File: src/rtl/dnn_result_reader_if.sv
// dnn_result_reader_if: engine-side control/result port of the inference engine.
//   dnn_reset  controller -> engine  one-cycle clear pulse
//   dnn_start  controller -> engine  one-cycle start pulse
//   dnn_done   engine -> controller  inference complete (level or pulse)
//   out_idx    controller -> engine  score select
//   out_data   engine -> controller  signed score for out_idx, same cycle
interface dnn_result_reader_if #(
    parameter int DATA_WIDTH = 5,
    parameter int IDX_WIDTH  = 4
);
    logic                         dnn_reset;
    logic                         dnn_start;
    logic                         dnn_done;
    logic [IDX_WIDTH-1:0]         out_idx;
    logic signed [DATA_WIDTH-1:0] out_data;
    modport master (output dnn_reset, dnn_start, out_idx, input dnn_done, out_data);
    modport slave  (input dnn_reset, dnn_start, out_idx, output dnn_done, out_data);
endinterface

File: src/rtl/dnn_result_reader.sv
// dnn_result_reader: clears and starts the inference engine, waits for done, scans the
// class scores and reports the signed argmax (or a timeout).
//   clk, rst      clock, asynchronous active-high reset
//   req           run one inference (sampled only while idle)
//   ready         high while idle
//   eng           engine port (dnn_reset, dnn_start, dnn_done, out_idx, out_data)
//   result_valid  one-cycle pulse when result_idx/result_val/result_err update
//   result_idx    argmax class, held
//   result_val    signed max score, held
//   result_err    timeout flag, held
module dnn_result_reader #(
    parameter int DATA_WIDTH     = 5,
    parameter int NUM_CLASSES    = 10,
    parameter int IDX_WIDTH      = 4,
    parameter int TIMEOUT_CYCLES = 65535
) (
    input  logic                         clk,
    input  logic                         rst,
    input  logic                         req,
    output logic                         ready,
    dnn_result_reader_if.master          eng,
    output logic                         result_valid,
    output logic [IDX_WIDTH-1:0]         result_idx,
    output logic signed [DATA_WIDTH-1:0] result_val,
    output logic                         result_err
);
    localparam int CW = TIMEOUT_CYCLES > 1 ? $clog2(TIMEOUT_CYCLES) : 1;

    typedef enum logic [2:0] {IDLE, CLEAR, START, WAIT, SCAN, REPORT} state_t;

    state_t                       state, state_nxt;
    logic [CW-1:0]                cnt;
    logic [IDX_WIDTH-1:0]         k;
    logic signed [DATA_WIDTH-1:0] best_val, best_val_nxt;
    logic [IDX_WIDTH-1:0]         best_idx, best_idx_nxt;
    logic                         take, last, timeout;

    assign ready         = state == IDLE;
    assign eng.dnn_reset = state == CLEAR;
    assign eng.dnn_start = state == START;
    assign result_valid  = state == REPORT;
    assign eng.out_idx   = state == SCAN ? k : '0;

    // First score seeds the running best; later ones replace it only when strictly larger,
    // so ties keep the lowest index.
    assign take         = k == '0 || eng.out_data > best_val;
    assign best_val_nxt = take ? eng.out_data : best_val;
    assign best_idx_nxt = take ? k : best_idx;
    assign last         = k == IDX_WIDTH'(NUM_CLASSES - 1);
    assign timeout      = cnt == CW'(TIMEOUT_CYCLES - 1);

    always_comb begin
        state_nxt = state;
        case (state)
            IDLE:    state_nxt = req ? CLEAR : IDLE;
            CLEAR:   state_nxt = START;
            START:   state_nxt = WAIT;
            WAIT:    state_nxt = eng.dnn_done ? SCAN : timeout ? REPORT : WAIT;
            SCAN:    state_nxt = last ? REPORT : SCAN;
            default: state_nxt = IDLE;
        endcase
    end

    always_ff @(posedge clk or posedge rst) begin
        if (rst) begin
            state      <= IDLE;
            cnt        <= '0;
            k          <= '0;
            best_val   <= '0;
            best_idx   <= '0;
            result_idx <= '0;
            result_val <= '0;
            result_err <= 1'b0;
        end else begin
            state <= state_nxt;
            if (state == START) begin
                cnt <= '0;
                k   <= '0;
            end
            if (state == WAIT && !eng.dnn_done) begin
                cnt <= cnt + 1'b1;
                if (timeout) begin
                    result_idx <= '0;
                    result_val <= '0;
                    result_err <= 1'b1;
                end
            end
            // Results load on the final scan edge so they are visible during REPORT.
            if (state == SCAN) begin
                k        <= k + 1'b1;
                best_val <= best_val_nxt;
                best_idx <= best_idx_nxt;
                if (last) begin
                    result_idx <= best_idx_nxt;
                    result_val <= best_val_nxt;
                    result_err <= 1'b0;
                end
            end
        end
    end
endmodule

File: src/flat_wrapper.sv
// flat-port wrapper written by rule: the top's interface ports become plain ports
module dnn_result_reader_flat 
#(
    parameter int DATA_WIDTH     = 5,
    parameter int NUM_CLASSES    = 10,
    parameter int IDX_WIDTH      = 4,
    parameter int TIMEOUT_CYCLES = 65535
)
  (clk, rst, req, ready, result_valid, result_idx, result_val, result_err, eng_dnn_reset, eng_dnn_start, eng_out_idx, eng_dnn_done, eng_out_data);
  dnn_result_reader_if #(.DATA_WIDTH(DATA_WIDTH), .IDX_WIDTH(IDX_WIDTH)) eng_i ();
  input  logic clk;
  input  logic rst;
  input  logic req;
  output logic ready;
  output logic result_valid;
  output logic [IDX_WIDTH-1:0] result_idx;
  output logic signed [DATA_WIDTH-1:0] result_val;
  output logic result_err;
  output wire logic [$bits(eng_i.dnn_reset)-1:0] eng_dnn_reset;
  output wire logic [$bits(eng_i.dnn_start)-1:0] eng_dnn_start;
  output wire logic [$bits(eng_i.out_idx)-1:0] eng_out_idx;
  input wire logic [$bits(eng_i.dnn_done)-1:0] eng_dnn_done;
  input wire logic [$bits(eng_i.out_data)-1:0] eng_out_data;
  assign eng_dnn_reset = eng_i.dnn_reset;
  assign eng_dnn_start = eng_i.dnn_start;
  assign eng_out_idx = eng_i.out_idx;
  assign eng_i.dnn_done = eng_dnn_done;
  assign eng_i.out_data = eng_out_data;
  dnn_result_reader #(.DATA_WIDTH(DATA_WIDTH), .NUM_CLASSES(NUM_CLASSES), .IDX_WIDTH(IDX_WIDTH), .TIMEOUT_CYCLES(TIMEOUT_CYCLES)) u_core (.clk(clk), .rst(rst), .req(req), .ready(ready), .eng(eng_i), .result_valid(result_valid), .result_idx(result_idx), .result_val(result_val), .result_err(result_err));
endmodule
File: config.mk
export PLATFORM = sky130hd
export DESIGN_NAME = dnn_result_reader_flat
export DESIGN_NICKNAME = d
export VERILOG_FILES = /design/src/rtl/dnn_result_reader_if.sv /design/src/rtl/dnn_result_reader.sv /design/src/flat_wrapper.sv
export SDC_FILE = /design/constraint.sdc
export NUM_CORES = 1
export LEC_CHECK = 0
export BUFFER_PORTS_ARGS = -buffer_cell sky130_fd_sc_hd__buf_4
export CORE_UTILIZATION = 48
export DETAILED_ROUTE_END_ITERATION = 12
export MAX_ROUTING_LAYER = met4
export PLACE_DENSITY = 0.68
export SETUP_SLACK_MARGIN = 0.05
export SLEW_MARGIN = 5
export SYNTH_ARGS = -nofsm -noshare
export SYNTH_HDL_FRONTEND = slang
export SYNTH_SLANG_ARGS = --single-unit
File: constraint.sdc
create_clock -name clk -period 4.8 [get_ports clk]
set_input_delay 0.24 -clock clk [delete_from_list [all_inputs] [get_ports clk]]
set_output_delay 0.24 -clock clk [all_outputs]
set_load 0.05 [all_outputs]
# Word-level counts from Yosys, hierarchy flattened
# Cells that the tools add are included.
# totals
regBits	42
latch_bits	0
mem_bits_rw	0
rom_bits	0
inputBits	9
out_inout_bits	18
word_cells	49
n_memories	0
# op_classes
addsub	2
mul	0
n_div	0
magnitude_cmp	1
n_eq_ne	7
n_shift	0
muxes	24
bitwise	0
reduce_logical	7
# op_table
operator	n
$mux 16	2
$mux 4	8
$mux 5	5
$add 16x1->16 const B	1
$eq 16x16->1 const B	1
$pmux 3 s5	1
$eq 3x2->1 const B	2
$eq 3x3->1 const B	2
$mux 1	6
$mux 3	2
$gt 5x5->1	1
$add 4x1->4 const B	1
$eq 4x4->1 const B	1
$logic_not 4->1	1
$reduce_bool 2->1	2
$eq 3x1->1 const B	1
$logic_not 3->1	1
$logic_and 1x1->1	1
$logic_not 1->1	1
$logic_or 1x1->1	1

# Longest topological paths before layout
# depth
word_depth	5
ltp_mapped	8
ltp_nobuf	7

# Worst setup path before layout
# OpenSTA, ideal clock, no wires.
# synth_path
path_kind	reg-to-reg
startpoint	register u_core.best_val[3]
endpoint	register u_core.best_val[0]
arrival_ns	1.934
t_required_ns	4.675
slack_ns	2.741
path_stages_with_launch	9
synth_period_minus_slack_ns	2.059
cell_sequence	dfrtp_1 -> inv_1 -> ha_1 -> nand3_1 -> o221a_2 -> or2_1 -> buf_6 -> a21oi_4 -> mux2_2
# synth_between
elab_chain_cells	3
# synth_rtl
element	line_no	text
from (decl)	dnn_result_reader.sv:34	logic signed [DATA_WIDTH-1:0] best_val, best_val_nxt;
from (signal assigned)	dnn_result_reader.sv:91	best_val <= best_val_nxt;
$gt 5x5->1	dnn_result_reader.sv:46	assign take = k == '0 || eng.out_data > best_val;
$logic_or 1x1->1	dnn_result_reader.sv:46	
$mux 5	dnn_result_reader.sv:47	assign best_val_nxt = take ? eng.out_data : best_val;
# No other way between the ends.
# A chain may end at the register's enable or synchronous reset.

# Worst setup path in the final report
# layout_path
startpoint	register u_core.best_val[3]
endpoint	register u_core.best_val[2]
# Same word-level chain as after synthesis.

==> metrics.md <==
| Metric | Value |
|---|---|
| Status | finished clean |
| Clock sinks | 42 |
| Slew Limit Fails | 0 |
| Antenna Cells | 0 |
| CP Max Fanout | 10 |
| Final Setup Violations | 0 |
| Die area | 4758 µm² |
| Area of the multi-input gates | 1010 µm² |
| Fillers | 371 |
| EDFF count, synth | 0 |
| Internal | 0.6300 mW |
| CTS tree | built |
| Unrepaired setup endpoints after global routing | no |
| Post-CTS sizing | 0 |
| Via-per-instance ratio | 5.564 |
| Initial antenna violation count | 0 |
| I/O pin count | 27 |
| Port buffer count | 26 |
| R2r setup slk | 2.53 ns |
| Die width | 68.98 µm |
| Worst Skew | 0.01095 ns |
| Clk slew on worst S/H paths | 0.08 ns |
| Global placement routability congestion | 0.8422 |
| Largest cells by area after synthesis | dfrtp_1 49%, ha_1 5.8%, nand2_1 4.0%, mux2i_1 3.7%, mux2_2 3.7% |
| Total GRT Usage | 0.2077 |
| Post-synthesis to final-layout area growth | 14.82% |
| Initial DRC count | 89 |
| Crit path required time | 4.98 ns |
| Max-capacitance violation count | 0 |
| Ys flop type | dfrtp_1 |
| Postcts setup bufs | 0 |
| Met3 WL post-DR | 152 µm |
| CTS hold repair buffers | 0 |
| R2r endpoint | u_core.best_val[2] |
| Via count | 1619 |
| P per Cell Area | 420.2 nW/µm² |
| Fin. Hold Viols | 0 |
| First drt pass iteration count | 4 |
| Clock Path Buffers | 2 |
| Die Y | 68.98 µm |
| Root Buffer | clkbuf_8 |
| Most frequent cells in the layout | 42 x dfrtp_1, 28 x buf_4, 23 x nand2_1 |
| Gate power share | 0.346 |
| Number of synthesized register bits | 42 |
| Drt total wl | 4.283 mm |
| Synth top area share | 0.4881 |
| Total design power | 1.039 mW |
| Syn. warnings | 0 |
| Layout Utilization | 0.5966 |
| Placement-stage cell area | 2394 µm² |
| Initial core utilization | 0.5196 |
| Max layer used | met4 |
| Sw Ratio | 0.3936 |
| CP Class | reg -> reg |
| Distinct cells, synth | 36 |
| Largest net degree at the start of global routing | 43 |
| Crit end category | flip-flop |
| Crit path time final | 2.265 ns |
| DR WL met2 | 1.918 mm |
| Core area | 4144 µm² |
| Worst-skew pair later-pin latency | 0.29 ns |
| Max-Slew Margin vs Limit | 0.4945 |
| ANT nets after route | 0 |
| LEAKAGE | 1.344 nW |
| Design Area, Final | 2472 µm² |
| Switch Pwr | 0.4089 mW |
| FF+latch area | 1051 µm² |
| Avg WL per Cell | 14.72 µm |
| Synth area leader | dfrtp_1 |
| Hold WS | 0.07757 ns |
| Syn_area_per_cell | 10.16 µm² |
| Remaining Overflow, GRT | 0 |
| Post-synthesis sequential area ratio | 0.4881 |
| Critical Path AT | 2.45 ns |
| Achievable Freq | 0.4415 GHz |
| Met1 wire length | 2.160 mm |
| Hold Path Class | in -> async |
| Final layout net count | 260 |
| First-pass GRT wire length | 6.803 mm |
| Sequential Power Share | 0.445 |
| Worst slew pin tran | 0.7565 ns |
| Syn Inst Count | 212 |
| Worst VDD drop | 0.0001847 V |
| Worst R2R Start | u_core.best_val[3] |
| Clk pwr share | 0.209 |
| Post-Syn Area | 2153 µm² |
| Rows | 23 |
| TritonCTS Buffers | 5 |
| Total negative slack | 0 ns |
| Tcrit/Tclk final | 0.4719 |
| Register-to-Register Path Depth | 7 |
| Drt drc | 0 |
| Htree depth | 2 |
| Vias in the first global route | 1431 |
| Most common cell after layout, fill and taps aside | dfrtp_1 |
| Ys async rst share | 1.000 |
| Critical Path Source Type | flip-flop |
| Hpwl dp | 2.929 mm |
| Share of layout cells above drive strength 1 | 0.2282 |
| Synthesized Nets | 231 |
==> power groups by stage <==
stage               sequential, mW  combinational [mW]  clock (mW)
finish                       0.462               0.359       0.217
global route                 0.473               0.407       0.241
CTS                          0.464               0.366       0.224
detailed placement           0.471               0.364           0
global placement             0.465               0.360           0
floorplan                    0.446               0.305           0
==> cells in the mapped netlist, types with 4 or more instances <==
library cell	count
nand2_1	23
and2_1	4
ha_1	10
and3_2	7
nor2_1	12
nand4_1	9
o21ai_0	10
and3_1	10
dfrtp_1	42
nand3_1	11
mux2i_1	8
inv_1	16
a211o_1	7
mux2_2	7
==> sequential cells by signal (all words and copies together), names as in the netlist <==
register,cells
u_core.best_idx,4
u_core.best_val,5
u_core.cnt,16
u_core.k,4
u_core.result_err,1
u_core.result_idx,4
u_core.result_val,5
u_core.state,3
==> metrics by stage <==
stage | instances | worst slack, ns
2_1_floorplan | 212 | 2.741
3_3_place_gp | 284 | 2.573
3_5_place_dp | 284 | 2.533
4_1_cts | 291 | 2.522
5_1_grt | 291 | 2.375
6_report | 291 | 2.535
==> worst max-delay path, cell delays in order (launching register included) <==
cell	delay, ns
dfrtp_1	0.36
inv_1	0.05
ha_1	0.28
nand3_1	0.09
o221a_2	0.28
or2_1	0.35
a21oi_4	0.37
mux2_2	0.37
==> layout make-up <==
class                   count  area share
inverters                  16     0.02429
well taps                  50     0.02530
clock inverters             2    0.004049
multi-input cells         148      0.4084
clock buffers               5     0.02783
repair buffers             28     0.08502
flip-flops and latches     42      0.4251
==> worst max path at each step <==
stage | from | end | slack, ns | depth (start not counted)
floorplan | u_core.best_val[3] | u_core.best_val[0] | 2.74 | 8
global route | u_core.best_val[1] | u_core.best_val[0] | 2.37 | 7
CTS | u_core.best_val[3] | u_core.best_val[1] | 2.52 | 7
global placement | u_core.best_val[3] | u_core.best_val[2] | 2.57 | 7
finish | u_core.best_val[3] | u_core.best_val[2] | 2.53 | 7
detailed placement | u_core.best_val[3] | u_core.best_val[1] | 2.53 | 7
==> cells by family (layout without fill, tap and decap cells) <==
logic type / after synthesis / in the layout / share of synthesized area
DFF: 42 / 42 / 0.4881
and+or+nand+nor: 90 / 90 / 0.2254
xor gates and xnor gates: 1 / 1 / 0.004068
buffers and inverters: 22 / 51 / 0.04300
AOI/OAI and AO/OA: 32 / 32 / 0.1075
adders and majority gates: 10 / 10 / 0.05811
muxes: 15 / 15 / 0.07380
==> per-layer routing <==
layer | GRT usage | vias up
met3 | 0.05428 | 5
met1 | 0.2847 | 777
met4 | 0.06122 | 0
li1 | - | 808
met2 | 0.3010 | 29
met5 | - | -
(Power assumes the default switching activity.)
